$ cat src/rtl/nibble_serial_addsub.sv
// Nibble-serial WIDTH-bit add/subtract built around one 4-bit ripple adder.
// Optional accumulate operand source: define NIBBLE_SERIAL_ACCUM_EN.

module nibble_serial_addsub_add4 (
    input  logic [3:0] a,
    input  logic [3:0] b,
    input  logic       ci,
    output logic [3:0] s,
    output logic       co
);
    logic [4:0] c;

    always_comb begin
        c    = '0;
        s    = '0;
        c[0] = ci;
        for (int i = 0; i < 4; i++) begin
            s[i]     = a[i] ^ b[i] ^ c[i];
            c[i + 1] = (a[i] & b[i]) | (c[i] & (a[i] ^ b[i]));
        end
        co = c[4];
    end
endmodule

module nibble_serial_addsub #(
    parameter int WIDTH = 16
) (
    input  logic             clk,
    input  logic             rst,
    input  logic             start_valid,
    output logic             start_ready,
    input  logic             op_sub,
`ifdef NIBBLE_SERIAL_ACCUM_EN
    input  logic             use_acc,
`endif
    input  logic [WIDTH-1:0] a,
    input  logic [WIDTH-1:0] b,
    output logic             result_valid,
    input  logic             result_ready,
    output logic [WIDTH-1:0] result,
    output logic             carry_out,
    output logic             overflow
);
    localparam int NIBBLES = WIDTH / 4;
    localparam int CW      = (NIBBLES > 1) ? $clog2(NIBBLES) : 1;

    if ((WIDTH % 4) != 0 || WIDTH < 4) begin : g_bad_width
        $error("nibble_serial_addsub: WIDTH must be a multiple of 4 and >= 4");
    end

    typedef enum logic [1:0] {
        IDLE = 2'd0,
        RUN  = 2'd1,
        DONE = 2'd2
    } state_t;

    state_t           state_q;
    state_t           state_d;
    logic [WIDTH-1:0] a_sh;
    logic [WIDTH-1:0] b_sh;
    logic [WIDTH-1:0] res_q;
    logic [WIDTH-1:0] res_shift;
    logic [WIDTH-1:0] a_load;
    logic [CW-1:0]    cnt_q;
    logic             carry_q;
    logic             sub_q;
    logic             co_q;
    logic             ov_q;
    logic [3:0]       b_eff;
    logic [3:0]       sum;
    logic             co;
    logic             last;
    logic             accept;

    // Adder inputs always come from held registers, so they never float.
    assign b_eff = b_sh[3:0] ^ {4{sub_q}};

    nibble_serial_addsub_add4 u_add4 (
        .a  (a_sh[3:0]),
        .b  (b_eff),
        .ci (carry_q),
        .s  (sum),
        .co (co)
    );

    if (NIBBLES == 1) begin : g_one
        assign res_shift = sum;
    end else begin : g_many
        assign res_shift = {sum, res_q[WIDTH-1:4]};
    end

`ifdef NIBBLE_SERIAL_ACCUM_EN
    assign a_load = use_acc ? res_q : a;
`else
    assign a_load = a;
`endif

    assign last   = (cnt_q == CW'(NIBBLES - 1));
    assign accept = (state_q == IDLE) && start_valid;

    always_ff @(posedge clk) begin
        if (rst) begin
            state_q <= IDLE;
        end else begin
            state_q <= state_d;
        end
    end

    always_comb begin
        state_d = state_q;
        unique case (state_q)
            IDLE:    if (start_valid)  state_d = RUN;
            RUN:     if (last)         state_d = DONE;
            DONE:    if (result_ready) state_d = IDLE;
            default: state_d = IDLE;
        endcase
    end

    always_ff @(posedge clk) begin
        if (rst) begin
            a_sh    <= '0;
            b_sh    <= '0;
            res_q   <= '0;
            cnt_q   <= '0;
            carry_q <= 1'b0;
            sub_q   <= 1'b0;
            co_q    <= 1'b0;
            ov_q    <= 1'b0;
        end else if (accept) begin
            a_sh    <= a_load;
            b_sh    <= b;
            sub_q   <= op_sub;
            carry_q <= op_sub;
            cnt_q   <= '0;
        end else if (state_q == RUN) begin
            res_q   <= res_shift;
            a_sh    <= a_sh >> 4;
            b_sh    <= b_sh >> 4;
            carry_q <= co;
            cnt_q   <= cnt_q + 1'b1;
            if (last) begin
                co_q <= co;
                // carry into the MSB xor carry out of it
                ov_q <= a_sh[3] ^ b_eff[3] ^ sum[3] ^ co;
            end
        end
    end

    assign start_ready  = (state_q == IDLE);
    assign result_valid = (state_q == DONE);
    assign result       = res_q;
    assign carry_out    = co_q;
    assign overflow     = ov_q;
endmodule
$ cat config.mk
export PLATFORM = sky130hd
export DESIGN_NAME = nibble_serial_addsub
export DESIGN_NICKNAME = d
export VERILOG_FILES = /design/src/rtl/nibble_serial_addsub.sv
export SDC_FILE = /design/constraint.sdc
export NUM_CORES = 1
export LEC_CHECK = 0
export CAP_MARGIN = 0
export CORE_ASPECT_RATIO = 0.75
export CORE_MARGIN = 4
export CORE_UTILIZATION = 50
export CTS_BUF_LIST = sky130_fd_sc_hd__clkbuf_8
export CTS_CLUSTER_SIZE = 8
export DETAILED_ROUTE_END_ITERATION = 16
export GPL_TIMING_DRIVEN = 0
export PLACE_DENSITY = 0.86
export SYNTH_ARGS = -nofsm -noshare
export SYNTH_HDL_FRONTEND = slang
export SYNTH_HIERARCHICAL = 1
export SYNTH_SLANG_ARGS = --single-unit
$ cat constraint.sdc
create_clock -name clk -period 6.5 [get_ports clk]
set_input_delay 0.975 -clock clk [delete_from_list [all_inputs] [get_ports clk]]
set_output_delay 0.975 -clock clk [all_outputs]
set_load 0.01 [all_outputs]
==> key figures, run 1 <==
Global routing
  – Number of global-route vias before repair: 1938
  – Gr ovfl total: 0
  – Initial antenna violation count: 0
  – First-pass GRT wire length: 8870 µm
  – Gr usage total: 17.7%
  – Largest net degree at the start of global routing: 17

Power
  – Combinational share of power: 19.2%
  – Sw power: 186 µW
  – Clk network pwr share: 26.4%
  – Worst VDD drop: 0.000131 V
  – Reg power frac: 54.4%
  – Sw frac: 27.1%
  – Internal: 499 µW
  – Cell Pwr Density: 212 nW/µm²
  – Leak Pwr: 0.00116 µW

Synth
  – Net Count, Synth: 313
  – Netlist cell types: 33
  – YS warnings: 6
  – Synth Cell Area: 2510 µm²
  – Simple-gate share of the synthesized area: 16.3%
  – Yosys reg bits: 56
  – Yosys top cell area share: 44.7%
  – Main combinational cell family by area after synthesis: compound AO/OA/AOI/OAI gates
  – Mapped Avg Cell Area: 9.26 µm²
  – Part of the Yosys area used for sequential elements: 44.7%
  – Post-synthesis mux area share: 0.798%
  – Adder-cell share of the synthesized area: 3.69%
  – Compound-Gate Fraction of Synth Area: 24.0%
  – Post-Synth XOR/XNOR Area: 2.64%
  – Post-synth top area cell: dfxtp_1
  – Top cells by area, synth: dfxtp_1 (45%), nand2_1 (10%), a22oi_2 (9.5%)
  – Post-Syn Instances: 271

Routing
  – # DRC: 0
  – DR vias/cell: 5.29
  – DR vias: 2085
  – Drt first-iter violations: 86
  – DRT Pass-1 Iters: 4
  – WL final: 5460 µm
  – Antenna viol nets, final: 0
  – DR WL/cell: 13.9 µm

Worst setup path
  – CP Cell Sequence: buf_2 > xor2_1 > fa_1 > inv_1 > fa_1 > inv_1 > fa_1 > inv_1 > fa_1 > inv_1 > xnor3_1 > a221o_1
  – Crit-path slowest cell: fa_1
  – Worst Path Required: 6.70 ns
  – Setup CP Type: reg2reg
  – Crit start category: flip-flop
  – Critical Path Fanout Max: 5
  – Arr. time, crit path: 3.08 ns
  – WP buf/inv: 5
  – Max incr delay on CP: 0.40 ns
  – CP endpoint kind: flip-flop
  – Largest delay share family, worst path: adder cells

STA
  – Final setup viols: 0
  – Post-route setup TNS: 0 ns
  – Max-slew violations: 0
  – Crit share post-route: 44.4%
  – Worst Max-Slew Pin Slew: 0.607 ns
  – Highest Clock Rate: 347 MHz
  – RSZ-0062 raised after global routing: no
  – Max transition margin: 59.5%
  – Final min period: 2.88 ns
  – Clock Skews: 0.00644 ns
  – Final hold vios: 0

CTS
  – CTS root buffer: clkbuf_8
  – Clk sinks: 56
  – Hold_buf cts: 0
  – Post_cts resized: 0
  – H-Tree Depth: 2
  – CTS tree: built
  – Later-pin clock latency in the skew report: 0.31 ns
  – Setup Fix Bufs, Post-CTS: 0
  – Worst-path clk slew: 0.10 ns
  – Cts bufs inserted: 5
  – CTS Buffer Depth: 2

Placement
  – Port bufs: 56
  – Placed cell count: 387
  – Hpwl dp: 4110 µm
  – GPL Wtd Cong: 0.823

Die
  – Row Count: 22
  – Die X: 89.8 µm
  – Io pins: 57
  – DIE AREA: 6230 µm²
  – Initial Util: 51.5%
  – Core region area: 4870 µm²
  – Die height: 69.4 µm

Final layout
  – Commonest non-fill, non-tap cells in the layout: nand2_1 (68), dfxtp_1 (56), clkdlybuf4s50_1 (56), a21oi_1 (41), a22oi_2 (19)
  – Non-Filler Instances: 394
  – Synth-to-layout area growth: 28.6%
  – Antenna Diode Count: 0
  – Most common cell after layout, fill and taps aside: nand2_1
  – Fillers: 418
  – Final net count: 376
  – Share of layout cells above drive strength 1: 17.1%

Min path
  – Hold WC Path Type: reg2reg

Flow run
  – Max Cap Viol: 0

Run status
  – Outcome: finished clean
final timing paths:
check	from	to	slack, ns	cells after the start
worst min register to register	result[1]	result[1]	0.46	2
worst max register to register	sub_q	overflow	3.62	12
worst min-delay path	result[1]	result[1]	0.46	2
worst max-delay path	sub_q	overflow	3.62	12
cells in the mapped netlist:
cell type	n
dfxtp_1	56
a221o_1	1
xnor2_1	1
nor3_2	1
nor3b_1	1
a21oi_2	9
xnor3_1	1
nor3_1	1
a22oi_1	5
or3b_4	1
nand2b_1	2
xor2_1	4
inv_1	10
buf_4	3
o21a_1	1
ha_1	1
nor2_1	4
nand2_1	68
o21bai_2	1
nand3_1	8
clkbuf_1	4
a311oi_2	1
nor4_1	1
buf_2	6
nor3b_4	1
nor2b_1	3
a22oi_2	19
buf_6	8
nand3b_1	1
fa_1	4
buf_1	1
mux2i_1	2
a21oi_1	41
cells by family after synthesis:
kind of cell / Yosys count
DFF: 56
buffers and inverters: 32
adders and majority gates: 5
AOI/OAI and AO/OA: 78
muxes: 2
and+or+nand+nor: 92
xor gates and xnor gates: 6
through the flow:
stage	cell area (µm²)	setup WS [ns]	total power (µW)	util, %	hold WS (ns)
finish	3230	3.62	685	66.2	0.458
global route	3230	3.47	718	66.2	0.486
CTS	3230	3.61	691	66.2	0.463
detailed placement	3150	3.62	512	64.6	0.450
global placement	3150	3.67	509	64.6	0.444
floorplan	2510	3.75	461	-	0.437
tightest hold or removal path: cells and delay by family (launching register included):
kind / cells / cell delay [ns]
compound gates: 1 / 0.05
flops: 1 / 0.32
simple gates: 1 / 0.05
final cells by class:
| type | instances | area (µm²) | share of cell area, % |
|---|---|---|---|
| Multi-Input combinational cell | 183 | 1190 | 36.9 |
| Clock buffer | 5 | 68.8 | 2.13 |
| Buffer | 22 | 161 | 5.00 |
| Tap cell | 60 | 75.1 | 2.33 |
| Inverter | 10 | 37.5 | 1.16 |
| Clock inverter | 2 | 12.5 | 0.388 |
| Timing Repair Buffer | 56 | 561 | 17.4 |
| Sequential cell | 56 | 1120 | 34.7 |
layer usage:
| layer | up-vias | track usage (%) | part of all wire, % |
|---|---|---|---|
| met1 | 971 | 23.9 | 47 |
| met2 | 60 | 28.2 | 46 |
| met5 | - | 0 | 0 |
| li1 | 1044 | - | - |
| met3 | 10 | 4.12 | 5.9 |
| met4 | 0 | 5.61 | 1.4 |
sequential cells by signal (all words and copies together) (netlist names):
name       count
carry_out      1
sub_q          1
a_sh          16
cnt_q          2
overflow       1
b_sh          16
result        16
state_q        2
carry_q        1
power groups by stage:
| stage | clock network, µW | registers, µW | logic, µW |
|---|---|---|---|
| finish | 181 | 372 | 132 |
| global placement | 0 | 380 | 129 |
| detailed placement | 0 | 380 | 132 |
| CTS | 187 | 372 | 132 |
| floorplan | 0 | 379 | 82.1 |
| global route | 198 | 374 | 145 |
No activity file was read; power rests on OpenSTA's default activity.
==> inputs of run 2 (changes only) <==
==> constraint.sdc (replaced) <==
create_clock -name clk -period 2.8 [get_ports clk]
set_input_delay 0.42 -clock clk [delete_from_list [all_inputs] [get_ports clk]]
set_output_delay 0.42 -clock clk [all_outputs]
set_load 0.01 [all_outputs]
==> run 2 against run 1 <==
Power grew 140%. Sequential cell count stayed put. Die area unchanged. Count of clock-buffer cells in the layout unchanged. Hold slack barely moved. Clock power increased by 130%. Critical endpoint unchanged. Sequential share of layout area down 0.47 points. Critical path depth shrank 1. Sequential power grew 130%. Combinational power rose to 2.5 times the previous value. Global-route usage increased by 0.070 points. First-iteration DRC count is 1.2% lower.
==> key figures, run 2 (synthesized netlist as in run 1, its figures left out) <==
CTS
  – Worst-path clk slew: 0.09 ns
  – Later-pin clock latency in the skew report: 0.31 ns
  – Cts bufs inserted: 5
  – Hold_buf cts: 0
  – CTS Buffer Depth: 2
  – Clk sinks: 56
  – CTS root buffer: clkbuf_8
  – H-Tree Depth: 2
  – CTS tree: built

STA
  – Max-slew violations: 0
  – Highest Clock Rate: 364 MHz
  – Crit share post-route: 98.0%
  – Worst Max-Slew Pin Slew: 0.603 ns
  – Max transition margin: 59.8%
  – RSZ-0062 raised after global routing: yes
  – Final setup viols: 0
  – Final min period: 2.74 ns
  – Post-route setup TNS: 0 ns
  – Clock Skews: 0.00413 ns
  – Final hold vios: 0

Global routing
  – Number of global-route vias before repair: 1955
  – M3 GR Usage: 4.12%
  – Gr ovfl total: 0
  – Largest net degree at the start of global routing: 17
  – Gr busiest metal: met2
  – Met1 Use GR: 23.9%
  – First-pass GRT wire length: 8910 µm
  – Met2 GRT Util: 28.3%
  – Gr usage total: 17.7%
  – Initial antenna violation count: 0

Worst setup path
  – Setup CP Type: reg2reg
  – Arr. time, crit path: 2.95 ns
  – Crit start category: flip-flop
  – Critical Path Fanout Max: 4
  – Max incr delay on CP: 0.42 ns
  – CP Cell Sequence: xor2_2 > fa_2 > inv_2 > fa_2 > inv_2 > fa_2 > inv_2 > fa_1 > inv_2 > xnor3_1 > a221o_1
  – Worst r2r src: sub_q
  – Largest delay share family, worst path: adder cells
  – Crit-path slowest cell: fa_1
  – Worst Path Required: 3.00 ns
  – CP endpoint kind: flip-flop
  – Worst path most repeated cell: inv_2
  – WP buf/inv: 4
  – Worst Setup SP: sub_q

Die
  – Die height: 69.4 µm
  – Io pins: 57
  – DIE AREA: 6230 µm²
  – Die X: 89.8 µm
  – Initial Util: 51.5%
  – Core region area: 4870 µm²
  – Row Count: 22

Final layout
  – Final net count: 380
  – Post-layout util: 67.4%
  – Fillers: 404
  – Antenna Diode Count: 0
  – Share of layout cells above drive strength 1: 21.3%
  – Most common cell after layout, fill and taps aside: nand2_1
  – Commonest non-fill, non-tap cells in the layout: nand2_1 (68), clkdlybuf4s50_1 (56), dfxtp_1 (54), a21oi_1 (41), a22oi_2 (19)
  – Synth-to-layout area growth: 30.9%

Routing
  – # DRC: 0
  – Drt first-iter violations: 85
  – DR vias/cell: 5.31
  – DR WL/cell: 14.2 µm
  – WL final: 5640 µm
  – DRT Pass-1 Iters: 5
  – Antenna viol nets, final: 0
  – DR vias: 2113

Placement
  – Hpwl dp: 4110 µm
  – Port bufs: 56
  – GPL Wtd Cong: 0.823

Power
  – Reg power frac: 53.4%
  – Sw frac: 27.3%
  – Leak Pwr: 0.00117 µW
  – Internal: 1180 µW
  – Combinational share of power: 20.6%
  – Worst VDD drop: 0.000306 V
  – Clk network pwr share: 26.0%
  – Sw power: 443 µW
  – Cell Pwr Density: 494 nW/µm²

Flow run
  – Max Cap Viol: 0

Run status
  – Outcome: finished clean

Min path
  – Worst Hold Launch: result[1]
  – Hold WC Path Type: reg2reg
run 2: timing repair:
item | CTS | global route
endpoints found under the setup margin | 1 | 2
setup buffers | 4 | 1
resized for setup | 1 | 11
pin swaps | 0 | 1
run 2: stage by stage:
stage	instance area, µm²	cells	hold slack (ns)	worst slack (ns)	total power [µW]
after floorplan	2510	271	0.437	0.0535	1070
after global placement	3150	387	0.444	-0.0336	1180
after detailed placement	3150	387	0.450	-0.0774	1190
after CTS	3250	397	0.463	0.00717	1620
after global routing	3290	398	0.486	-0.0189	1700
final	3290	398	0.457	0.0564	1620
run 2: cell type report:
cell class / count / area (µm²) / share of cell area (%)
Buffer: 21 / 156 / 4.76
Clock buffer: 5 / 68.8 / 2.09
Clock inverter: 2 / 12.5 / 0.381
Inverter: 10 / 37.5 / 1.14
Multi-Input combinational cell: 183 / 1210 / 36.9
Sequential cell: 56 / 1130 / 34.3
Tap cell: 60 / 75.1 / 2.28
Timing Repair Buffer: 61 / 598 / 18.2
run 2: layer usage:
metal  part of all wire (%)  routed length (µm)
met4                    1.3                  71
met5                      0                   0
met3                    6.3                 358
met1                     47                2620
met2                     46                2590
run 2: worst paths after layout:
check                                  to  slack (ns)  cells after the start
worst max-delay path             overflow        0.06                     11
worst min-delay path            result[1]        0.46                      2
worst max register to register   overflow        0.06                     11
worst min register to register  result[1]        0.46                      2
run 2: power by group through the flow:
stage	clock network [µW]	registers [µW]	logic (µW)
2_1_floorplan	0	880	191
3_3_place_gp	0	882	300
3_5_place_dp	0	883	307
4_1_cts	433	866	323
5_1_grt	461	871	364
6_report	422	867	334
run 2: worst reg2reg max path, delay by kind of cell, from the launching register on:
| kind | cells | cell delay [ns] |
|---|---|---|
| xor+xnor | 2 | 0.42 |
| compound gates | 1 | 0.32 |
| flops | 1 | 0.37 |
| buf+inv | 4 | 0.24 |
| fa+ha+maj | 4 | 1.30 |
==> inputs of run 3 (changes only) <==
--- a/config.mk
+++ b/config.mk
@@ -6,14 +6,16 @@
 export NUM_CORES = 1
 export LEC_CHECK = 0
 export CAP_MARGIN = 0
+export CELL_PAD_IN_SITES_DETAIL_PLACEMENT = 1
+export CELL_PAD_IN_SITES_GLOBAL_PLACEMENT = 2
 export CORE_ASPECT_RATIO = 0.75
 export CORE_MARGIN = 4
-export CORE_UTILIZATION = 50
+export CORE_UTILIZATION = 31
 export CTS_BUF_LIST = sky130_fd_sc_hd__clkbuf_8
 export CTS_CLUSTER_SIZE = 8
 export DETAILED_ROUTE_END_ITERATION = 16
 export GPL_TIMING_DRIVEN = 0
-export PLACE_DENSITY = 0.86
+export PLACE_DENSITY = 0.87
 export SYNTH_ARGS = -nofsm -noshare
 export SYNTH_HDL_FRONTEND = slang
 export SYNTH_HIERARCHICAL = 1
==> run 3 against run 2 <==
Wire length up 17%. Sequential share of layout area is 0.36 points lower. Register-to-register slack hardly changed. Utilization shrank 25 points. Critical endpoint unchanged. Hold slack improved by 0.011 ns. Sequential cell count unchanged. Non-clock buffer count shrank 4. Design area up 0.95%. Largest cell class unchanged. Highest routed layer unchanged.
==> key figures, run 3 (synthesized netlist as in run 1, its figures left out) <==
STA
  – Worst Max-Slew Pin Slew: 0.705 ns
  – Final hold vios: 0
  – Final Hold Slack: 0.469 ns
  – RSZ-0062 raised after global routing: yes
  – Max-slew violations: 0
  – Final setup viols: 0
  – Crit share post-route: 97.8%
  – Max transition margin: 53.0%
  – Final min period: 2.74 ns
  – Clock Skews: 0.00583 ns
  – Highest Clock Rate: 365 MHz

Die
  – Io pins: 57
  – Die height: 85.9 µm
  – DIE AREA: 9620 µm²
  – Row Count: 28
  – Die X: 112 µm
  – Initial Util: 31.8%
  – Core region area: 7880 µm²

Routing
  – Drt first-iter violations: 65
  – Antenna viol nets, final: 0
  – WL met3: 330 µm
  – Met1 Wirelength: 3260 µm
  – Routed met2 length: 2910 µm
  – DR vias: 2086
  – DR vias/cell: 4.74
  – WL final: 6600 µm
  – # DRC: 0
  – Max Used Layer: met4
  – DR WL/cell: 15.0 µm
  – DRT Pass-1 Iters: 4

Global routing
  – Largest net degree at the start of global routing: 17
  – Gr usage total: 13.8%
  – Initial antenna violation count: 0
  – Gr ovfl total: 0
  – First-pass GRT wire length: 10500 µm
  – Number of global-route vias before repair: 2114

Power
  – Pwr Total: 1650 µW
  – Worst VDD drop: 0.000202 V
  – Cell Pwr Density: 496 nW/µm²
  – Leak Pwr: 0.00116 µW

CTS
  – CTS root buffer: clkbuf_8
  – H-Tree Depth: 2
  – Cts bufs inserted: 5
  – Worst-path clk slew: 0.10 ns
  – CTS tree: built
  – Clk sinks: 56
  – Later-pin clock latency in the skew report: 0.31 ns
  – Hold_buf cts: 0
  – CTS Buffer Depth: 2

Placement
  – GPL Wtd Cong: 0.827
  – Port bufs: 56
  – Placed cell count: 432
  – Hpwl dp: 4930 µm

Worst setup path
  – Worst Path Required: 3.00 ns
  – Critical Path Fanout Max: 5
  – Arr. time, crit path: 2.94 ns
  – Setup CP Type: reg2reg
  – CP endpoint kind: flip-flop
  – Crit start category: flip-flop

Final layout
  – Share of layout cells above drive strength 1: 19.7%
  – Antenna Diode Count: 0
  – Commonest non-fill, non-tap cells in the layout: nand2_1 (68), clkdlybuf4s50_1 (56), dfxtp_1 (55), a21oi_1 (41), a22oi_2 (19)
  – Most common cell after layout, fill and taps aside: nand2_1
  – Non-Filler Instances: 440
  – Final net count: 376
  – Post-layout util: 42.1%
  – Synth-to-layout area growth: 32.2%
  – Fillers: 920

Flow run
  – Max Cap Viol: 0

Run status
  – Outcome: finished clean

Min path
  – Hold WC Path Type: reg2reg
run 3: changes by cell type in the layout (fill, tap and decap cells not counted):
cell      delta
nor4_1       +1
clkbuf_8     +1
dfxtp_2      -1
dfxtp_1      +1
nor4_2       -1
clkinv_2     -1
buf_4        -4
inv_1        +1
run 3: per-layer routing:
layer	track usage (%)	vias up
met3	2.82	8
met1	19.0	988
met5	0	-
met2	21.9	49
li1	-	1041
met4	4.09	0
run 3: repair_timing:
item / 4_1_cts / 5_1_grt
resized for setup: 7 / 3
endpoints found under the setup margin: 1 / 1
setup buffers: 0 / 1
pin swaps: 2 / 1
run 3: worst paths after layout:
path,depth (start not counted),slack [ns],startpoint,end
max,11,0.06,sub_q,overflow
min,2,0.47,result[1],result[1]
min reg2reg,2,0.47,result[1],result[1]
max reg2reg,11,0.06,sub_q,overflow
run 3: power breakdown:
part	switching, µW	internal [µW]	total (µW)
registers	30.5	837	868
logic	162	155	318
clock network	263	198	461
total	456	1190	1650
run 3: critical path, cell delays in order (launching register included):
cell,delay [ns]
dfxtp_4,0.38
xor2_2,0.18
fa_2,0.34
inv_2,0.07
fa_2,0.19
inv_2,0.04
fa_2,0.34
inv_2,0.07
fa_1,0.41
inv_2,0.07
xnor3_1,0.23
a221o_1,0.32
run 3: final cells by class:
cell class                      count  area (µm²)  area share (%)
Buffer                             21         156            4.72
Clock buffer                        6        82.6            2.49
Clock inverter                      2        11.3           0.339
Inverter                           10        37.5            1.13
Multi-Input combinational cell    183        1200            36.3
Sequential cell                    56        1120            33.9
Tap cell                          105         131            3.96
Timing Repair Buffer               57         568            17.1
run 3: per-stage QoR:
step | setup TNS (ns) | worst slack (ns) | instance area (µm²)
2_1_floorplan | 0 | 0.0535 | 2510
3_3_place_gp | -0.0585 | -0.0585 | 3200
3_5_place_dp | -0.130 | -0.130 | 3200
4_1_cts | 0 | 0.00145 | 3300
5_1_grt | -0.0101 | -0.0101 | 3320
6_report | 0 | 0.0610 | 3320
